`src/rtl/mmio_key_reader.sv`:
```
// Memory-mapped push-button reader: synchronized, debounced key levels and sticky press events.
// Optional macro KEY_IRQ_EN adds a registered irq output asserted while any press event is pending.
module mmio_key_reader #(
    parameter int NUM_KEYS        = 4,
    parameter int DEBOUNCE_CYCLES = 20000,
    parameter bit KEY_ACTIVE_LOW  = 1'b1
) (
    input  logic                sys_clk,
    input  logic                sys_rst,
    input  logic [NUM_KEYS-1:0] key_in,
    input  logic [31:0]         daddr,
    input  logic                re,
    output logic [31:0]         dout,
    output logic                rvalid
`ifdef KEY_IRQ_EN
    ,
    output logic                irq
`endif
);

    localparam int                 CW         = $clog2(DEBOUNCE_CYCLES);
    localparam logic [CW-1:0]      CNT_LAST   = CW'(DEBOUNCE_CYCLES - 1);
    localparam logic [NUM_KEYS-1:0] REL_LVL   = {NUM_KEYS{KEY_ACTIVE_LOW}};
    localparam logic [15:0]        LEVEL_PAGE = 16'h8008;
    localparam logic [15:0]        EVENT_PAGE = 16'h800C;

    logic [NUM_KEYS-1:0] sync1_q;
    logic [NUM_KEYS-1:0] sync2_q;
    logic [CW-1:0]       cnt_q [NUM_KEYS];
    logic [CW-1:0]       cnt_d [NUM_KEYS];
    logic [NUM_KEYS-1:0] stable_q;
    logic [NUM_KEYS-1:0] stable_d;
    logic [NUM_KEYS-1:0] event_q;
    logic [NUM_KEYS-1:0] event_d;
    logic [31:0]         dout_q;
    logic [31:0]         dout_d;
    logic                rvalid_q;
    logic                rvalid_d;
    logic [NUM_KEYS-1:0] samp_s;
    logic [NUM_KEYS-1:0] rise_s;
    logic                level_hit_s;
    logic                event_hit_s;
    logic                daddr_unused_s;

    // Released level maps to 0 after the XOR, so samp_s is 1 = pressed for either pin polarity.
    assign samp_s         = sync2_q ^ REL_LVL;
    assign level_hit_s    = re && (daddr[31:16] == LEVEL_PAGE);
    assign event_hit_s    = re && (daddr[31:16] == EVENT_PAGE);
    assign daddr_unused_s = ^daddr[15:0];

    // Per-key debounce: a new level must differ from stable for DEBOUNCE_CYCLES consecutive cycles.
    always_comb begin
        stable_d = stable_q;
        for (int i = 0; i < NUM_KEYS; i++) begin
            cnt_d[i] = cnt_q[i];
            if (samp_s[i] == stable_q[i]) begin
                cnt_d[i] = '0;
            end else if (cnt_q[i] == CNT_LAST) begin
                stable_d[i] = samp_s[i];
                cnt_d[i]    = '0;
            end else begin
                cnt_d[i] = cnt_q[i] + CW'(1);
            end
        end
    end

    assign rise_s = stable_d & ~stable_q;

    // Read port and event latch; a press landing on an EVENT read survives the clear.
    always_comb begin
        dout_d   = dout_q;
        rvalid_d = 1'b0;
        event_d  = event_q | rise_s;
        if (level_hit_s) begin
            dout_d                 = 32'h0000_0000;
            dout_d[NUM_KEYS-1:0]   = stable_q;
            rvalid_d               = 1'b1;
        end else if (event_hit_s) begin
            dout_d                 = 32'h0000_0000;
            dout_d[NUM_KEYS-1:0]   = event_q;
            rvalid_d               = 1'b1;
            event_d                = rise_s;
        end else begin
            rvalid_d = 1'b0;
        end
    end

    // State registers; reset discards any debounce progress and any pending read response.
    always_ff @(posedge sys_clk or posedge sys_rst) begin
        if (sys_rst) begin
            sync1_q  <= REL_LVL;
            sync2_q  <= REL_LVL;
            for (int i = 0; i < NUM_KEYS; i++) begin
                cnt_q[i] <= '0;
            end
            stable_q <= '0;
            event_q  <= '0;
            dout_q   <= 32'h0000_0000;
            rvalid_q <= 1'b0;
        end else begin
            sync1_q  <= key_in;
            sync2_q  <= sync1_q;
            for (int i = 0; i < NUM_KEYS; i++) begin
                cnt_q[i] <= cnt_d[i];
            end
            stable_q <= stable_d;
            event_q  <= event_d;
            dout_q   <= dout_d;
            rvalid_q <= rvalid_d;
        end
    end

    assign dout   = dout_q;
    assign rvalid = rvalid_q;

`ifdef KEY_IRQ_EN
    logic irq_q;

    // Interrupt follows the pending-event set one cycle late.
    always_ff @(posedge sys_clk or posedge sys_rst) begin
        if (sys_rst) begin
            irq_q <= 1'b0;
        end else begin
            irq_q <= |event_q;
        end
    end

    assign irq = irq_q;
`endif

endmodule

```
`config.mk`:
```
export PLATFORM = sky130hd
export DESIGN_NAME = mmio_key_reader
export DESIGN_NICKNAME = d
export VERILOG_FILES = /design/src/rtl/mmio_key_reader.sv
export SDC_FILE = /design/constraint.sdc
export NUM_CORES = 1
export LEC_CHECK = 0
export ABC_AREA = 0
export BUFFER_PORTS_ARGS = -buffer_cell sky130_fd_sc_hd__buf_2
export CORE_ASPECT_RATIO = 0.9
export CORE_MARGIN = 2
export CORE_UTILIZATION = 50
export DETAILED_ROUTE_END_ITERATION = 8
export PLACE_DENSITY_LB_ADDON = 0.1
export SLEW_MARGIN = 20
export SYNTH_ARGS = -nofsm -noshare
export SYNTH_HDL_FRONTEND = slang
export SYNTH_SLANG_ARGS = --single-unit
```
`constraint.sdc`:
```
create_clock -name sys_clk -period 5.7 [get_ports sys_clk]
set_input_delay 1.14 -clock sys_clk [delete_from_list [all_inputs] [get_ports sys_clk]]
set_output_delay 1.14 -clock sys_clk [all_outputs]
set_load 0.03 [all_outputs]
```
==> impl_metrics.env <==
export IMPL_synth_compound_gate_area_share_pct=2.95
export IMPL_power_leakage_nw=1.89
export IMPL_cp_max_fo=13
export IMPL_critPathKind="primary input to register"
export IMPL_met2WireLength_mm=3.00
export IMPL_die_h_um=88.7
export IMPL_drc=0
export IMPL_route_top_layer_used="met4"
export IMPL_post_cts_resized=0
export IMPL_drt_pass1_iterations=5
export IMPL_wire_per_inst_um=12.4
export IMPL_via_count=2645
export IMPL_finalClockSkew_ps=9.92
export IMPL_syn_inst=388
export IMPL_cts_setup_buffers=0
export IMPL_synthMuxAreaShare_pct=1.00
export IMPL_total_power_w=0.00107
export IMPL_core_mm2=0.00766
export IMPL_status="finished, final reports clean"
export IMPL_min_delay_start="sync1_q[0]"
export IMPL_path_clk_slew_ps=80
export IMPL_worst_pin_slew_ps=727
export IMPL_synth_top_family_by_area="simple AND/OR/NAND/NOR gates"
export IMPL_rsz0062_at_grt="false"
export IMPL_antenna_found_initial=0
export IMPL_clock_latency_ps=350
export IMPL_design_area_mm2=0.00425
export IMPL_die_w_um=98.2
export IMPL_endpoint_kind="register"
export IMPL_synthXorXnorAreaFrac_pct=12.1
export IMPL_ir_worst_vdd_mv=0.165
export IMPL_multi_input_area_mm2=0.00174
export IMPL_drt_iter0_markers=81
export IMPL_power_density_mw_per_mm2=252
export IMPL_syn_area_per_cell_um2=10.3
export IMPL_viasPerCell=5.16
export IMPL_hold_class="register to register"
export IMPL_initial_utilization_pct=52.1
export IMPL_yosysUniqueCellTypes=37
export IMPL_gr_total_overflow=0
export IMPL_fin_setup_tns_ps=0
export IMPL_ys_seq_area_share_pct=51.1
export IMPL_stdcell_count=513
export IMPL_placedCellCount=497
export IMPL_ios=72
export IMPL_final_setup_viol_count=0
export IMPL_slew_limit_headroom_pct=51.5
export IMPL_period_minus_slack_ps=2260
export IMPL_cts_tree="done"
export IMPL_yosys_register_bits=81
export IMPL_cts_made_buffers=9
export IMPL_dp_hpwl_mm=4.22
export IMPL_ant_nets=0
export IMPL_grt_max_degree=82
export IMPL_htree_levels=3
export IMPL_yosysWarnings=0
export IMPL_cts_sinks=81
export IMPL_grt_first_pass_wirelength_mm=11.2
export IMPL_syn_cell_area_mm2=0.00399
export IMPL_ctsHoldBuffers=0
export IMPL_cts_root_buf="clkbuf_8"
export IMPL_final_cell_mix="73 x dfrtp_1, 59 x nor2_1, 31 x xor2_1, 28 x conb_1, 27 x buf_2"
export IMPL_final_nets=455
export IMPL_rr_startpoint="cnt_q[15]"
export IMPL_syn_to_final_growth_pct=6.59
export IMPL_synth_fa_ha_area_share_pct=1.25
export IMPL_drv_slew=0
export IMPL_die_area_mm2=0.00871
export IMPL_synth_simple_area_share_pct=23.6
export IMPL_min_period_over_period_pct=39.6
export IMPL_dpl_cell_area_mm2=0.00406
export IMPL_critPathRequiredTime_ps=5930
export IMPL_gp_congestion=0.800
export IMPL_final_fill_count=690
export IMPL_fmax_ghz=0.443
export IMPL_port_buffers=27
export IMPL_grt_pass1_vias=2524
export IMPL_rows=30
export IMPL_cp_arrival_ps=2480
export IMPL_drv_cap=0
export IMPL_antenna_cells=0
export IMPL_regArea_mm2=0.00204
export IMPL_finalHoldViolCount=0
export IMPL_worstSetupStartpointType="primary input"
export IMPL_track_usage_pct=16.1
export IMPL_drive_gt1_share_pct=15.1
export IMPL_drt_wl_total_mm=6.38
export IMPL_worstSetupStartpoint="daddr[29]"
export IMPL_wl_met1_mm=2.96
export IMPL_cts_buffer_depth=2
export IMPL_dr_wl_met3_um=331
export IMPL_whs_ps=356
export IMPL_final_common_cell="dfrtp_1"
==> routing by layer <==
layer	track usage, %	up-vias
met5	0	-
met4	5.73	0
met3	5.29	7
met2	26.9	59
met1	20.1	1270
li1	-	1309
==> synth_stat cells <==
cell / number / area, um2
nor2_1: 59 / 221
buf_6: 2 / 22.5
nor3_1: 9 / 45.0
nand4_2: 2 / 25.0
dfrtp_1: 73 / 1830
nor4b_2: 1 / 15.0
nand3_1: 22 / 110
nand3_2: 1 / 10.0
buf_4: 31 / 233
or3_1: 1 / 6.26
o21ai_2: 1 / 8.76
inv_1: 6 / 22.5
nor4_1: 6 / 37.5
clkbuf_1: 4 / 15.0
a21oi_2: 1 / 8.76
and4_1: 9 / 78.8
ha_1: 4 / 50.1
and4_4: 1 / 11.3
nor4_2: 3 / 37.5
o21ai_0: 14 / 70.1
mux2i_1: 4 / 40.0
clkbuf_2: 1 / 5.00
xor2_1: 31 / 272
nor3b_1: 1 / 7.51
dfstp_2: 8 / 210
nor4b_1: 5 / 43.8
xnor2_1: 24 / 210
buf_2: 4 / 20.0
or2_1: 1 / 6.26
nand2_2: 1 / 6.26
nand2b_2: 2 / 17.5
conb_1: 1 / 3.75
o31ai_1: 4 / 30.0
nand2_1: 23 / 86.3
and2_1: 3 / 18.8
nand4_1: 18 / 113
and3_1: 7 / 43.8
==> flip-flops by register name (all words and copies together), names as in the netlist <==
register  cells
event_q       4
rvalid        1
sync1_q       4
dout          4
cnt_q        60
stable_q      4
sync2_q       4
==> through the flow <==
stage                     setup WS (ps)  util, %
after global routing               3270     55.5
after CTS                          3410     55.5
after global placement             3090     53.0
final                              3440     55.5
after detailed placement           3030     53.0
after floorplan                    2490        -
==> final timing paths <==
check	endpoint	slack, ps	cells past startpoint
setup reg to reg	cnt_q[21]	3950	5
max in group asynchronous	cnt_q[13]	4230	3
hold reg to reg	sync2_q[0]	360	0
hold / removal	sync2_q[0]	360	0
min in group asynchronous	cnt_q[16]	940	3
setup / recovery	event_q[2]	3440	5
==> worst max-delay path, stage by stage <==
cell and delay, ps:
buf_2 100, nor4b_1 320, nand4_1 450, o21ai_0 360
o31ai_1 110
==> logic make-up after synthesis <==
logic type | after synthesis
fa+ha+maj | 4
buf+inv | 48
flops | 81
compound gates | 20
xor+xnor | 55
other cells | 1
mux | 4
simple gates | 175
==> where the power goes <==
group / internal (W) / leakage (nW) / switching, W
clock network: 0.000214 / 0.0974 / 0.000194
registers: 0.000586 / 1.07 / 0.00000859
logic: 0.0000158 / 0.716 / 0.0000515
==> final cells by class <==
cell class                 count  share of cell area [%]
sequential                    81                    47.9
multi-input combinational    286                    40.8
clock buffer                  13                    3.50
timing repair buffer          28                    3.44
tap                           96                    2.83
clock inverter                 3                   0.942
inverter                       6                   0.559
(Power assumes the default switching activity.)
